File: src/rtl/fft_bram_reader.sv
// Drains one FFT frame from a BRAM read port onto a valid/ready stream.
// Credit-based issue keeps in-flight reads plus buffered words within the output FIFO depth.
module fft_bram_reader #(
   parameter int ADDR_W    = 3,
   parameter int DATA_W    = 16,
   parameter int NUM_WORDS = 8,
   parameter int FIFO_D    = 4
) (
   input  logic              clk,
   input  logic              reset_n,
   input  logic              start,
   input  logic              flush,
   output logic [ADDR_W-1:0] bram_addr,
   input  logic [DATA_W-1:0] bram_q,
   output logic [DATA_W-1:0] out_data,
   output logic              out_valid,
   input  logic              out_ready,
   output logic              out_last,
   output logic              busy,
   output logic              done
);

   localparam int PTR_W = $clog2(FIFO_D);
   localparam int CNT_W = PTR_W + 2;
   localparam logic [ADDR_W-1:0] LAST_ADDR = ADDR_W'(NUM_WORDS - 1);
   localparam logic [CNT_W-1:0]  DEPTH     = CNT_W'(FIFO_D);

   localparam logic [1:0] IDLE  = 2'd0;
   localparam logic [1:0] READ  = 2'd1;
   localparam logic [1:0] DRAIN = 2'd2;

   logic [1:0]        state;
   logic              rdVld;
   logic              rdLast;
   logic              capVld;
   logic              capLast;
   logic [DATA_W-1:0] capData;
   logic [DATA_W:0]   fifoMem [FIFO_D];
   logic [PTR_W-1:0]  wrPtr;
   logic [PTR_W-1:0]  rdPtr;
   logic [CNT_W-1:0]  fifoCount;
   logic [CNT_W-1:0]  credit;
   logic              atLast;
   logic              issue;
   logic              pop;
   logic              lastBeat;

   // Reads in the BRAM (rdVld) and in the capture register (capVld) both hold FIFO credit.
   always_comb begin
      atLast    = (bram_addr == LAST_ADDR);
      credit    = fifoCount + CNT_W'(rdVld) + CNT_W'(capVld);
      issue     = (state == READ) && (credit < DEPTH);
      out_valid = (fifoCount != '0);
      pop       = out_valid && out_ready;
      out_data  = out_valid ? fifoMem[rdPtr][DATA_W-1:0] : '0;
      out_last  = out_valid && fifoMem[rdPtr][DATA_W];
      lastBeat  = pop && out_last;
      busy      = (state != IDLE);
   end

   always_ff @(posedge clk or negedge reset_n) begin
      if (!reset_n) begin
         state     <= IDLE;
         done      <= 1'b0;
         bram_addr <= '0;
      end else begin
         done <= 1'b0;
         if (flush) begin
            state <= IDLE;
         end else begin
            case (state)
               IDLE: begin
                  if (start) begin
                     state     <= READ;
                     bram_addr <= '0;
                  end
               end
               READ: begin
                  if (issue) begin
                     bram_addr <= atLast ? bram_addr : bram_addr + ADDR_W'(1);
                     if (atLast) state <= DRAIN;
                  end
               end
               DRAIN: begin
                  if (lastBeat) begin
                     state <= IDLE;
                     done  <= 1'b1;
                  end
               end
               default: state <= IDLE;
            endcase
         end
      end
   end

   // Read-latency pipe: BRAM output is registered once more before entering the FIFO.
   always_ff @(posedge clk or negedge reset_n) begin
      if (!reset_n) begin
         rdVld   <= 1'b0;
         rdLast  <= 1'b0;
         capVld  <= 1'b0;
         capLast <= 1'b0;
         capData <= '0;
      end else if (flush) begin
         rdVld  <= 1'b0;
         rdLast <= 1'b0;
         capVld <= 1'b0;
      end else begin
         rdVld   <= issue;
         rdLast  <= issue && atLast;
         capVld  <= rdVld;
         capLast <= rdLast;
         if (rdVld) capData <= bram_q;
      end
   end

   always_ff @(posedge clk or negedge reset_n) begin
      if (!reset_n) begin
         wrPtr     <= '0;
         rdPtr     <= '0;
         fifoCount <= '0;
      end else if (flush) begin
         wrPtr     <= '0;
         rdPtr     <= '0;
         fifoCount <= '0;
      end else begin
         if (capVld) wrPtr <= wrPtr + PTR_W'(1);
         if (pop)    rdPtr <= rdPtr + PTR_W'(1);
         fifoCount <= fifoCount + CNT_W'(capVld) - CNT_W'(pop);
      end
   end

   // Storage needs no reset: contents are only visible while the count says they are valid.
   always_ff @(posedge clk) begin
      if (capVld && !flush) fifoMem[wrPtr] <= {capLast, capData};
   end

endmodule

File: config.mk
export PLATFORM = sky130hd
export DESIGN_NAME = fft_bram_reader
export DESIGN_NICKNAME = d
export VERILOG_FILES = /design/src/rtl/fft_bram_reader.sv
export SDC_FILE = /design/constraint.sdc
export NUM_CORES = 1
export LEC_CHECK = 0
export ABC_AREA = 1
export CORE_ASPECT_RATIO = 0.75
export CORE_MARGIN = 4
export CORE_UTILIZATION = 50
export DETAILED_ROUTE_END_ITERATION = 6
export PLACE_DENSITY = 0.72
export SLEW_MARGIN = 5
export SYNTH_ARGS = -nofsm -noshare
export SYNTH_HDL_FRONTEND = slang
export SYNTH_SLANG_ARGS = --single-unit
export TNS_END_PERCENT = 30
File: constraint.sdc
create_clock -name clk -period 2.6 [get_ports clk]
set_input_delay 0.39 -clock clk [delete_from_list [all_inputs] [get_ports clk]]
set_output_delay 0.39 -clock clk [all_outputs]
set_load 0.01 [all_outputs]
Word-level counts from Yosys, hierarchy flattened:

Memory sizes are Yosys's and may differ from the RTL's.
Index checks and enable logic that the tools add are counted.

* register bits: 34
* bits in writable memories: 68
* output and inout bits: 23
* word-level logic and storage cells: 71
* memories kept: 1

Memory list
* fifoMem: words 4, bits a word 17, read ports 1, clocked after Yosys merged registers in 0, wr ports 1, RTL line 38 `logic [DATA_W:0] fifoMem [FIFO_D];`

* add/sub/neg operators: 7
* order comparisons: 1
* equality and inequality tests: 10
* muxes and demuxes: 24
* bitwise gates (word level): 1
* reduce and logical (&&, ||, !) cells: 16

Operators by type and width (number)
* 2-to-1 mux 2 bit: 9
* 2-to-1 mux 16 bit: 1
* adder 4 x 1 -> 4 bit: 3
* inequality test 3 bit (second input constant): 4
* 2-to-1 mux 3 bit: 3
* 2-to-1 mux 1 bit: 8
* nonzero test 2 bit: 4
* logical AND 1 bit: 6
* inequality test 2 bit (second input constant): 3
* one-hot mux 2 bit (3 select lines): 1
* one-hot mux 3 bit (2 select lines): 1
* AND reduction 5 bit: 1
* adder 2 x 1 -> 2 bit (second input constant): 2
* < comparator 4 x 3 -> 1 bit (second input constant): 1
* 2-to-1 mux 4 bit: 1
* AND reduction 4 bit: 1
* nonzero test 4 bit: 1
* subtractor 4 x 1 -> 4 bit: 1
* adder 3 x 1 -> 3 bit (second input constant): 1
* == test 3 bit (second input constant): 1
* == test 2 x 1 -> 1 bit (second input constant): 1
* == test 2 bit (second input constant): 1
* zero test 2 bit: 1
* AND reduction 2 bit: 1
* 2 further kinds: 2

Logic depth before layout (Yosys ltp):

* depth after elaboration: 7
* depth in mapped cells: 12

Least setup slack after synthesis:

OpenSTA, ideal clock, no wires.

* path kind: flip-flop to flip-flop
* from: reg fifoCount[2]
* to: reg fifoCount[2]
* data arrival time: 1.921 ns
* required time: 2.481 ns
* setup slack: 0.560 ns
* cell stages (with the launch flop): 12
* buffers on the path: 0
* clock period less this slack: 2.040 ns
* cells stage by stage: dfrtp_1 inv_1 ha_1 nand3_2 nand2_1 inv_1 ha_1 inv_1 ha_1 fa_1 xnor2_1 nor2_1

* word-level cells in the longest chain between the ends: 4
* elaborated cells on any way between the ends: 5

Ends and longest elaborated chain
* start: declaration: RTL line 41 `logic [CNT_W-1:0] fifoCount;`
* start signal: assignment: RTL line 129 `fifoCount <= fifoCount + CNT_W'(capVld) - CNT_W'(pop);`
* nonzero test 4 bit: RTL line 53 `out_valid = (fifoCount != '0);`
* net out_valid: RTL line 16 `output logic out_valid,`
* logical AND 1 bit: RTL line 54 `pop = out_valid && out_ready;`
* subtractor 4 x 1 -> 4 bit: RTL line 129
* 2-to-1 mux 4 bit: RTL line 122 `end else if (flush) begin`

The timed path passes the listed nets, and every way through them passes these cells.
A chain may end at the register's enable or synchronous reset.

Worst setup path in the final report:

* from: reg fifoCount[2]
* to: out out_data[15]

* word-level cells in the longest chain between the ends: 2

Ends and longest elaborated chain
* nonzero test 4 bit: RTL line 53
* 2-to-1 mux 16 bit: RTL line 55 `out_data = out_valid ? fifoMem[rdPtr][DATA_W-1:0] : '0;`
* end: declaration: RTL line 15 `output logic [DATA_W-1:0] out_data,`

No other way between the ends.

==> impl_metrics.ini <==
[status]
status = complete, no violations

[logic_synthesis]
netlist_area_um2 = 4330
synth_area_leader_cell = edfxtp_1
synth.top_cells.by_area = edfxtp_1, dfrtp_1, nor2_1
synth_fp_nets = 436
synthXorXnorAreaFrac = 0.00405
synthArstFlopShare = 0.333
synthAdderAreaFrac = 0.0422
ys_types = 23
synth_top_family_by_area = simple AND/OR/NAND/NOR gates
synth-edff-count = 68
synth-simple-area-share = 0.169
synth_ff_type = edfxtp_1
syn_inst = 401
ys_ff_latch = 102
synth_top_cells_by_count = nor2_1, nand2_1, edfxtp_1, dfrtp_1, o21ai_0
ys.warnings.count = 0
avgSynthCellArea_um2 = 10.8
ys_seq_area_frac = 0.668
synth-compound-area-share = 0.0648
yosysTopAreaCellShare = 0.472
muxShareOfSynthArea = 0
synth.most_common_cell = nor2_1

[detailed_routing]
drt-pass1-iter-count = 4
drt_iter0_drc = 165
remaining_drc_errors = 0
wirelength_um = 8440
vias = 2856
post_drt_wl_per_cell_um = 14.9
ant_nets = 0
avgViaCountPerCell = 5.03

[job]
cap_violations = 0

[clock_tree]
cts.sinks = 102
clk_latency_ns = 0.34
clkSlewWorstSetupHoldPaths_ns = 0.07
cts_tree = yes
cts_made_buffers = 9
htree_levels = 3
clk_path_buf_depth = 2
postCtsSetupRepairBufs = 0
cts-root-buf = clkbuf_16
cts_hold_buffers = 0
ctsResizeCount = 0

[placement]
io_buffers = 43
place_ws_ns = 0.438
dp_hpwl_um = 5570
place.gp.congestion = 0.806
place_area_um2 = 4910

[sta]
rsz0062_at_grt = yes
final_hold_viol_count = 0
period_needed_ns = 2.51
layout_setup_ws_ns = 0.0934
final.period_utilization = 0.964
max_freq_mhz = 399
finalMaxSlewViolations = 0
tightest_slew_ns = 0.460
setup_viol = 0
fin_skew_ns = 0.00905
slew-limit-headroom = 0.694

[power_and_ir_drop]
seqPwrFrac = 0.433
leakage_nw = 2.17
clock_power_share = 0.271
sw_frac_of_total = 0.311
p_int_mw = 3.62
p_switching_mw = 1.64
combinationalPowerShare = 0.296
power_density_nw_per_um2 = 1000
ir_worst_vdd_mv = 0.474

[grt]
grt_max_degree = 36
overflow = 0
grt_pass1_vias = 2823
grt_pass1_wl_um = 13900
antenna_found_initial = 0
groute.usage.overall = 0.184

[floorplan]
die_area_um2 = 10200
coreArea_um2 = 8450
dieHeight_um = 88.6
start_util = 0.512
num_rows = 29
io_pins = 44
die_w_um = 115

[final_layout]
antenna_cells = 0
stdcell_area_um2 = 5240
syn_to_final_growth_pct = 21.0
drive_gt1_frac = 0.0978
nets = 490
fillCellCount = 694

[critical_path]
rr_worst_depth = 11
reg2reg_from = fifoCount[2]
crit_required_ns = 2.21
crit_type = reg2out
reg2reg_to = fifoCount[2]
cp.arrival_ns = 2.12
cp_max_fo = 17
cp-end-kind = output pin
cp-start-kind = flop
r2r_slack_ns = 0.42

[hold_path]
min_to = capLast
hold_start = rdLast
hold_class = reg2reg
min_path_cells = 2
area by class of cell:
cell class,count,area (um^2),share of cell area
sequential,102,2890,0.552
clock inverter,6,93.8,0.0179
tap,108,135,0.0258
multi-input combinational,254,1210,0.232
clock buffer,10,229,0.0437
timing repair buffer,57,548,0.105
inverter,31,124,0.0237
power groups by stage:
stage | logic [mW] | clock network, mW | registers (mW)
finish | 1.56 | 1.42 | 2.28
global route | 1.77 | 1.52 | 2.31
CTS | 1.57 | 1.45 | 2.28
detailed placement | 1.56 | 0 | 2.32
global placement | 1.53 | 0 | 2.29
floorplan | 0.941 | 0 | 2.24
metrics by stage:
step	total power [mW]	cells	hold WS, ns	util	TNS (ns)
2_1_floorplan	3.18	401	0.0944	-	0
3_3_place_gp	3.82	552	0.427	0.581	0
3_5_place_dp	3.88	552	0.431	0.581	0
4_1_cts	5.30	568	0.446	0.619	0
5_1_grt	5.60	568	0.480	0.619	-0.0593
6_report	5.26	568	0.444	0.619	0
state kept, by name, indices dropped and copies added, names as in the netlist:
| signal | flops |
|---|---|
| capLast | 1 |
| rdPtr | 2 |
| capVld | 1 |
| state | 2 |
| bram_addr | 3 |
| capData | 16 |
| done | 1 |
| rdLast | 1 |
| wrPtr | 2 |
| fifoMem | 68 |
| rdVld | 1 |
| fifoCount | 4 |
worst max-delay path, stage by stage (launching register included):
cell             delay [ns]
dfrtp_1                0.37
inv_1                  0.08
ha_1                   0.22
nand3_2                0.11
inv_2                  0.17
a21oi_1                0.24
clkdlybuf4s50_1        0.57
cell usage in the layout (no fill, tap or decap), types with 5 or more instances in the layout:
master           netlist  final
nand2_2                6      6
inv_1                 25     25
a21oi_1               19     18
o21ai_0               32     32
edfxtp_1              68     68
o21ai_1                5      5
clkdlybuf4s50_1        0     43
ha_1                  13     13
nor2_1                83     83
nand3_1               11     11
nand2_1               78     78
clkbuf_16              0      9
buf_4                  5     13
dfrtp_1               34     34
logic make-up after synthesis:
logic type / Yosys count
AO/OA/AOI/OAI: 56
XOR/XNOR: 2
adder cells (fa/ha/maj): 14
buffers and inverters: 45
flip-flops: 102
AND/OR/NAND/NOR: 182
per-layer routing:
metal / track usage / routed length [um] / vias to the layer above / part of all wire
met5: 0 / 0 / - / 0
met4: 0.0714 / 72 / 0 / 0.0085
met3: 0.0444 / 440 / 6 / 0.052
met2: 0.301 / 4140 / 58 / 0.49
met1: 0.241 / 3790 / 1359 / 0.45
li1: - / - / 1433 / -
how the worst max path moves through the flow:
stage / endpoint / slack (ns) / cells after the start / from
floorplan: fifoCount[2] / 0.56 / 11 / fifoCount[2]
CTS: out_data[15] / 0.09 / 6 / fifoCount[2]
global placement: fifoCount[2] / 0.48 / 9 / out_ready
global route: out_data[9] / -0.02 / 6 / fifoCount[2]
finish: out_data[15] / 0.09 / 6 / fifoCount[2]
detailed placement: fifoCount[2] / 0.44 / 11 / fifoCount[2]
No activity file was read; power rests on OpenSTA's default activity.
